## src/rtl/uart_frame_packer.sv

```systemverilog
// uart_frame_packer
// Collects bytes from the UART receiver stream into FRAME_BYTES-wide command
// frames, MSB first, and hands each frame to the command stream. An idle
// timer discards partial frames so the host link resynchronises after a lost
// or corrupted byte. FRAME_BYTES must be at least 2.
module uart_frame_packer #(
  parameter int FRAME_BYTES    = 9,
  parameter int TIMEOUT_CYCLES = 100000
) (
  input  logic                     aclk,
  input  logic                     areset,
  input  logic [7:0]               s_axis_tdata,
  input  logic                     s_axis_tvalid,
  output logic                     s_axis_tready,
  output logic [8*FRAME_BYTES-1:0] m_axis_tdata,
  output logic                     m_axis_tvalid,
  input  logic                     m_axis_tready,
  output logic                     timeout_err,
  output logic [15:0]              drop_cnt
);

  localparam int FW = 8 * FRAME_BYTES;
  localparam int CW = $clog2(FRAME_BYTES + 1);
  // The timer never exceeds TIMEOUT_CYCLES-1, which always fits in clog2 bits.
  localparam int TW = $clog2(TIMEOUT_CYCLES);
  localparam logic [CW-1:0] LAST_BYTE = CW'(FRAME_BYTES - 1);
  localparam logic [TW-1:0] TIMER_MAX = TW'(TIMEOUT_CYCLES - 1);

  typedef enum logic {
    ST_COLLECT = 1'b0,
    ST_OUTPUT  = 1'b1
  } state_e;

  state_e          state_q, state_d;
  logic [FW-1:0]   shreg_q, shreg_d;
  logic [CW-1:0]   byte_cnt_q, byte_cnt_d;
  logic [TW-1:0]   timer_q, timer_d;
  logic [FW-1:0]   tdata_q, tdata_d;
  logic            tvalid_q, tvalid_d;
  logic            terr_q, terr_d;
  logic [15:0]     drop_q, drop_d;
  logic [FW-1:0]   shifted_s;

  // The shift register value after appending the byte on the input.
  assign shifted_s = {shreg_q[FW-9:0], s_axis_tdata};

  // Next-state logic: byte collection, frame hand-off and idle timeout.
  always_comb begin
    state_d    = state_q;
    shreg_d    = shreg_q;
    byte_cnt_d = byte_cnt_q;
    timer_d    = timer_q;
    tdata_d    = tdata_q;
    tvalid_d   = tvalid_q;
    terr_d     = 1'b0;
    drop_d     = drop_q;

    case (state_q)
      ST_COLLECT: begin
        if (s_axis_tvalid) begin
          // An accepted byte always restarts the timer, even on the expiry cycle.
          timer_d = '0;
          if (byte_cnt_q == LAST_BYTE) begin
            tdata_d    = shifted_s;
            tvalid_d   = 1'b1;
            byte_cnt_d = '0;
            shreg_d    = '0;
            state_d    = ST_OUTPUT;
          end else begin
            shreg_d    = shifted_s;
            byte_cnt_d = byte_cnt_q + CW'(1);
          end
        end else if (byte_cnt_q != '0) begin
          if (timer_q == TIMER_MAX) begin
            // Partial frame went stale: throw it away and record the drop.
            byte_cnt_d = '0;
            shreg_d    = '0;
            timer_d    = '0;
            terr_d     = 1'b1;
            drop_d     = (drop_q == 16'hFFFF) ? drop_q : drop_q + 16'd1;
          end else begin
            timer_d = timer_q + TW'(1);
          end
        end else begin
          timer_d = '0;
        end
      end
      ST_OUTPUT: begin
        timer_d = '0;
        if (m_axis_tready) begin
          tvalid_d = 1'b0;
          tdata_d  = '0;
          state_d  = ST_COLLECT;
        end else begin
          state_d  = ST_OUTPUT;
        end
      end
      default: begin
        state_d    = ST_COLLECT;
        shreg_d    = '0;
        byte_cnt_d = '0;
        timer_d    = '0;
        tdata_d    = '0;
        tvalid_d   = 1'b0;
      end
    endcase
  end

  // State and datapath registers with asynchronous reset.
  always_ff @(posedge aclk or posedge areset) begin
    if (areset) begin
      state_q    <= ST_COLLECT;
      shreg_q    <= '0;
      byte_cnt_q <= '0;
      timer_q    <= '0;
      tdata_q    <= '0;
      tvalid_q   <= 1'b0;
      terr_q     <= 1'b0;
      drop_q     <= 16'd0;
    end else begin
      state_q    <= state_d;
      shreg_q    <= shreg_d;
      byte_cnt_q <= byte_cnt_d;
      timer_q    <= timer_d;
      tdata_q    <= tdata_d;
      tvalid_q   <= tvalid_d;
      terr_q     <= terr_d;
      drop_q     <= drop_d;
    end
  end

  // Ready is a pure decode of the state register, independent of tvalid.
  assign s_axis_tready = (state_q == ST_COLLECT);
  assign m_axis_tdata  = tdata_q;
  assign m_axis_tvalid = tvalid_q;
  assign timeout_err   = terr_q;
  assign drop_cnt      = drop_q;

endmodule

```

## config.mk

```make
export PLATFORM = sky130hd
export DESIGN_NAME = uart_frame_packer
export DESIGN_NICKNAME = d
export VERILOG_FILES = /design/src/rtl/uart_frame_packer.sv
export SDC_FILE = /design/constraint.sdc
export NUM_CORES = 1
export LEC_CHECK = 0
export ABC_CLOCK_PERIOD_IN_PS = 18300
export BUFFER_PORTS_ARGS = -buffer_cell sky130_fd_sc_hd__buf_4
export CAP_MARGIN = 40
export CORE_MARGIN = 10
export CORE_UTILIZATION = 55
export CTS_BUF_LIST = sky130_fd_sc_hd__clkbuf_16
export DETAILED_ROUTE_END_ITERATION = 8
export PLACE_DENSITY = 0.76
export SLEW_MARGIN = 20
export SYNTH_ARGS = -nofsm -noshare
export SYNTH_HDL_FRONTEND = slang
export SYNTH_SLANG_ARGS = --single-unit
```

## constraint.sdc

```tcl
create_clock -name aclk -period 18.3 [get_ports aclk]
set_clock_uncertainty 0.2 [all_clocks]
set_input_delay 2.745 -clock aclk [delete_from_list [all_inputs] [get_ports aclk]]
set_output_delay 2.745 -clock aclk [all_outputs]
set_load 0.03 [all_outputs]
```

==> impl_results.md <==
- Status: completed
- Clock sink count: 176
- CTS clk-pin slew, worst paths: 0.07 ns
- Cell taking the most area after synthesis: dfrtp_1
- Synth top area share: 65.31%
- Most common cell in the netlist: dfrtp_1
- Final count of negative-setup-slack endpoints: 0
- DRC: 0
- Max Slew Vio Count: 0
- Pwr Density: 172.1 mW/mm2
- Rows: 40
- CTS tree: yes
- Synth warn: 0
- Syn-to-layout area delta: 21.26%
- Worst-Margin Slew: 0.8326 ns
- FILL cells: 873
- Vias/cell: 6.083
- RSZ-0062 raised after global routing: no
- Setup repair bufs after CTS: 0
- Peak supply drop: 97.91 uV
- Largest net degree at the start of global routing: 74
- CTS-repair resized insts: 0
- Die width: 130.7 um
- Starting density of the core: 56.15%
- Final wirelength: 15080 um
- Period utilization: 23.24%
- Critical path arrival: 1.31 ns
- First-pass GRT wire length: 24160 um
- Power, Total: 1.408 mW
- Die ar.: 0.01709 mm2
- Share of layout cells above drive strength 1: 25.67%
- Place WS: 13.65 ns
- Final RePlAce weighted congestion: 0.7811
- Post-DRT Antenna Nets: 0
- Fraction of registers with async set/reset: 100.0%
- Detailed Place HPWL: 9560 um
- Skew-Pair Late Insertion Delay: 0.41 ns
- Reg2reg path depth: 7
- Critical path type: flip-flop to output pin
- Tot GR Track Use: 17.91%
- Overflow after GRT: 0
- Initial DRC Count: 478
- Area occupied by multi-input gates: 0.002158 mm2
- Port Buffers: 102
- Htree depth: 4
- PnR worst setup slack: 14.05 ns
- Root Buffer: clkbuf_16
- Core Box Area: 0.01201 mm2
- CP Capture Type: output pin
- Fin Hold WS: 0.2840 ns
- Post-layout util: 68.08%
- CP required: 15.35 ns
- Top cells by area, synth: dfrtp_1, a22o_1, xnor2_1
- Post-synth EDFFs: 0
- Via count: 4520
- Synthesized cell area: 0.006744 mm2
- Fin nets: 599
- Storage cell area: 0.004404 mm2
- Yosys cell types: 40
- Post-route minimum period: 4.254 ns
- Startpoint Class: flip-flop
- WHS Path Cells: 1
- CTS Buf Count: 17
- Crit Path Max Fanout: 7
- Initial antenna violation count: 0
- Routed len/inst: 20.29 um
- Main synth FF type: dfrtp_1
- DR pass1 iterations: 5
- Number of hold buffers added after CTS: 0
- # Max-Cap Violations: 0
- Mapped Cells: 491
- Worst-case clock buffer depth: 2
- Final Hold Viols: 0
- Mean area per synthesized cell: 13.74 um2
- Post-route setup TNS: 0 ns
- Fmax: 235.1 MHz
- Hold WC Path Type: flip-flop to flip-flop
- Die height: 130.7 um
- Slew margin rel.: 44.49%
- Synth top cells by count: dfrtp_1, a22o_1, nor2_1
- Seq/Total Area, Yosys: 65.31%
- Seq cells post-synth: 176
- Vias in the first global route: 4449
- Leak Pwr: 4.062 nW
- Synthesized net count: 507
- # diodes: 0
- Io pins: 103
[critical path, stage by stage (launching register included)]
cell     delay, ns
dfrtp_1       0.46
inv_1         0.22
buf_4         0.21
[sequential cells by signal, summed over array words and instances, names as in the netlist]
signal	cells
m_axis_tdata	72
shreg_q	64
timer_q	17
drop_cnt	16
byte_cnt_q	4
m_axis_tvalid	1
state_q	1
timeout_err	1
[logic make-up after synthesis]
group                    count (synthesis)  share of synthesized area (%)
XOR/XNOR                                27                          3.507
flip-flops                             176                          65.31
multiplexers                             4                         0.6493
buffers and inverters                   42                          3.117
AO/OA/AOI/OAI                          150                          19.37
AND/OR/NAND/NOR                         88                          7.310
adder cells (fa/ha/maj)                  4                         0.7421
[path summary, 6_finish.rpt]
path | from | end | slack [ns]
worst max-delay path | state_q$_DFF_PP0_ | s_axis_tready | 14.05
worst min-delay path | m_axis_tvalid$_DFFE_PP0P_ | m_axis_tvalid$_DFFE_PP0P_ | 0.28
worst max register to register | byte_cnt_q[0]$_DFFE_PP0P_ | drop_cnt[11]$_DFFE_PP0P_ | 15.73
worst min register to register | m_axis_tvalid$_DFFE_PP0P_ | m_axis_tvalid$_DFFE_PP0P_ | 0.28
max in group asynchronous | areset | m_axis_tdata[63]$_DFFE_PP0P_ | 14.63
min in group asynchronous | areset | m_axis_tdata[66]$_DFFE_PP0P_ | 2.17
[final cells by class]
class / instances / share of cell area [%]
inverters: 7 / 0.3825
multi-input cells: 273 / 26.39
clock inverters: 15 / 1.759
well taps: 147 / 2.249
clock buffers: 17 / 5.202
flip-flops and latches: 176 / 53.86
repair buffers: 108 / 10.16
[metrics by stage]
stage	cells	area, um2
2_1_floorplan	491	6744
3_3_place_gp	710	7581
3_5_place_dp	711	7609
4_1_cts	743	8178
5_1_grt	743	8178
6_report	743	8178
[layout by cell type (no fill, tap or decap), drive strengths merged, types with 2 or more instances in the layout]
master    count
a32o          2
mux2          3
inv           9
o21ai         2
nand4        14
buf         108
nor2         23
or3           2
a21oi         3
ha            4
nand3        12
clkinvlp      5
nand2b        2
clkbuf       17
and4bb        2
a22o        136
xnor2        14
bufinv        2
clkinv        6
nand2        14
dfrtp       176
xor2         13
a21o          2
nor3          3
and3          8
and4          3
[per-layer routing]
layer / share of wire [%] / global-route usage [%] / vias to the layer above
li1: - / - / 2032
met1: 46 / 24.56 / 2347
met2: 47 / 26.94 / 133
met3: 6.5 / 5.802 / 8
met4: 0.68 / 4.840 / 0
met5: 0 / 0 / -
[power breakdown]
group | switching (mW) | internal (mW) | total, mW
Sequential | 0.110 | 0.521 | 0.631
Combinational | 0.243 | 0.187 | 0.430
Clock | 0.148 | 0.200 | 0.348
Total | 0.500 | 0.908 | 1.41
Power figures use the tool's default switching activity.
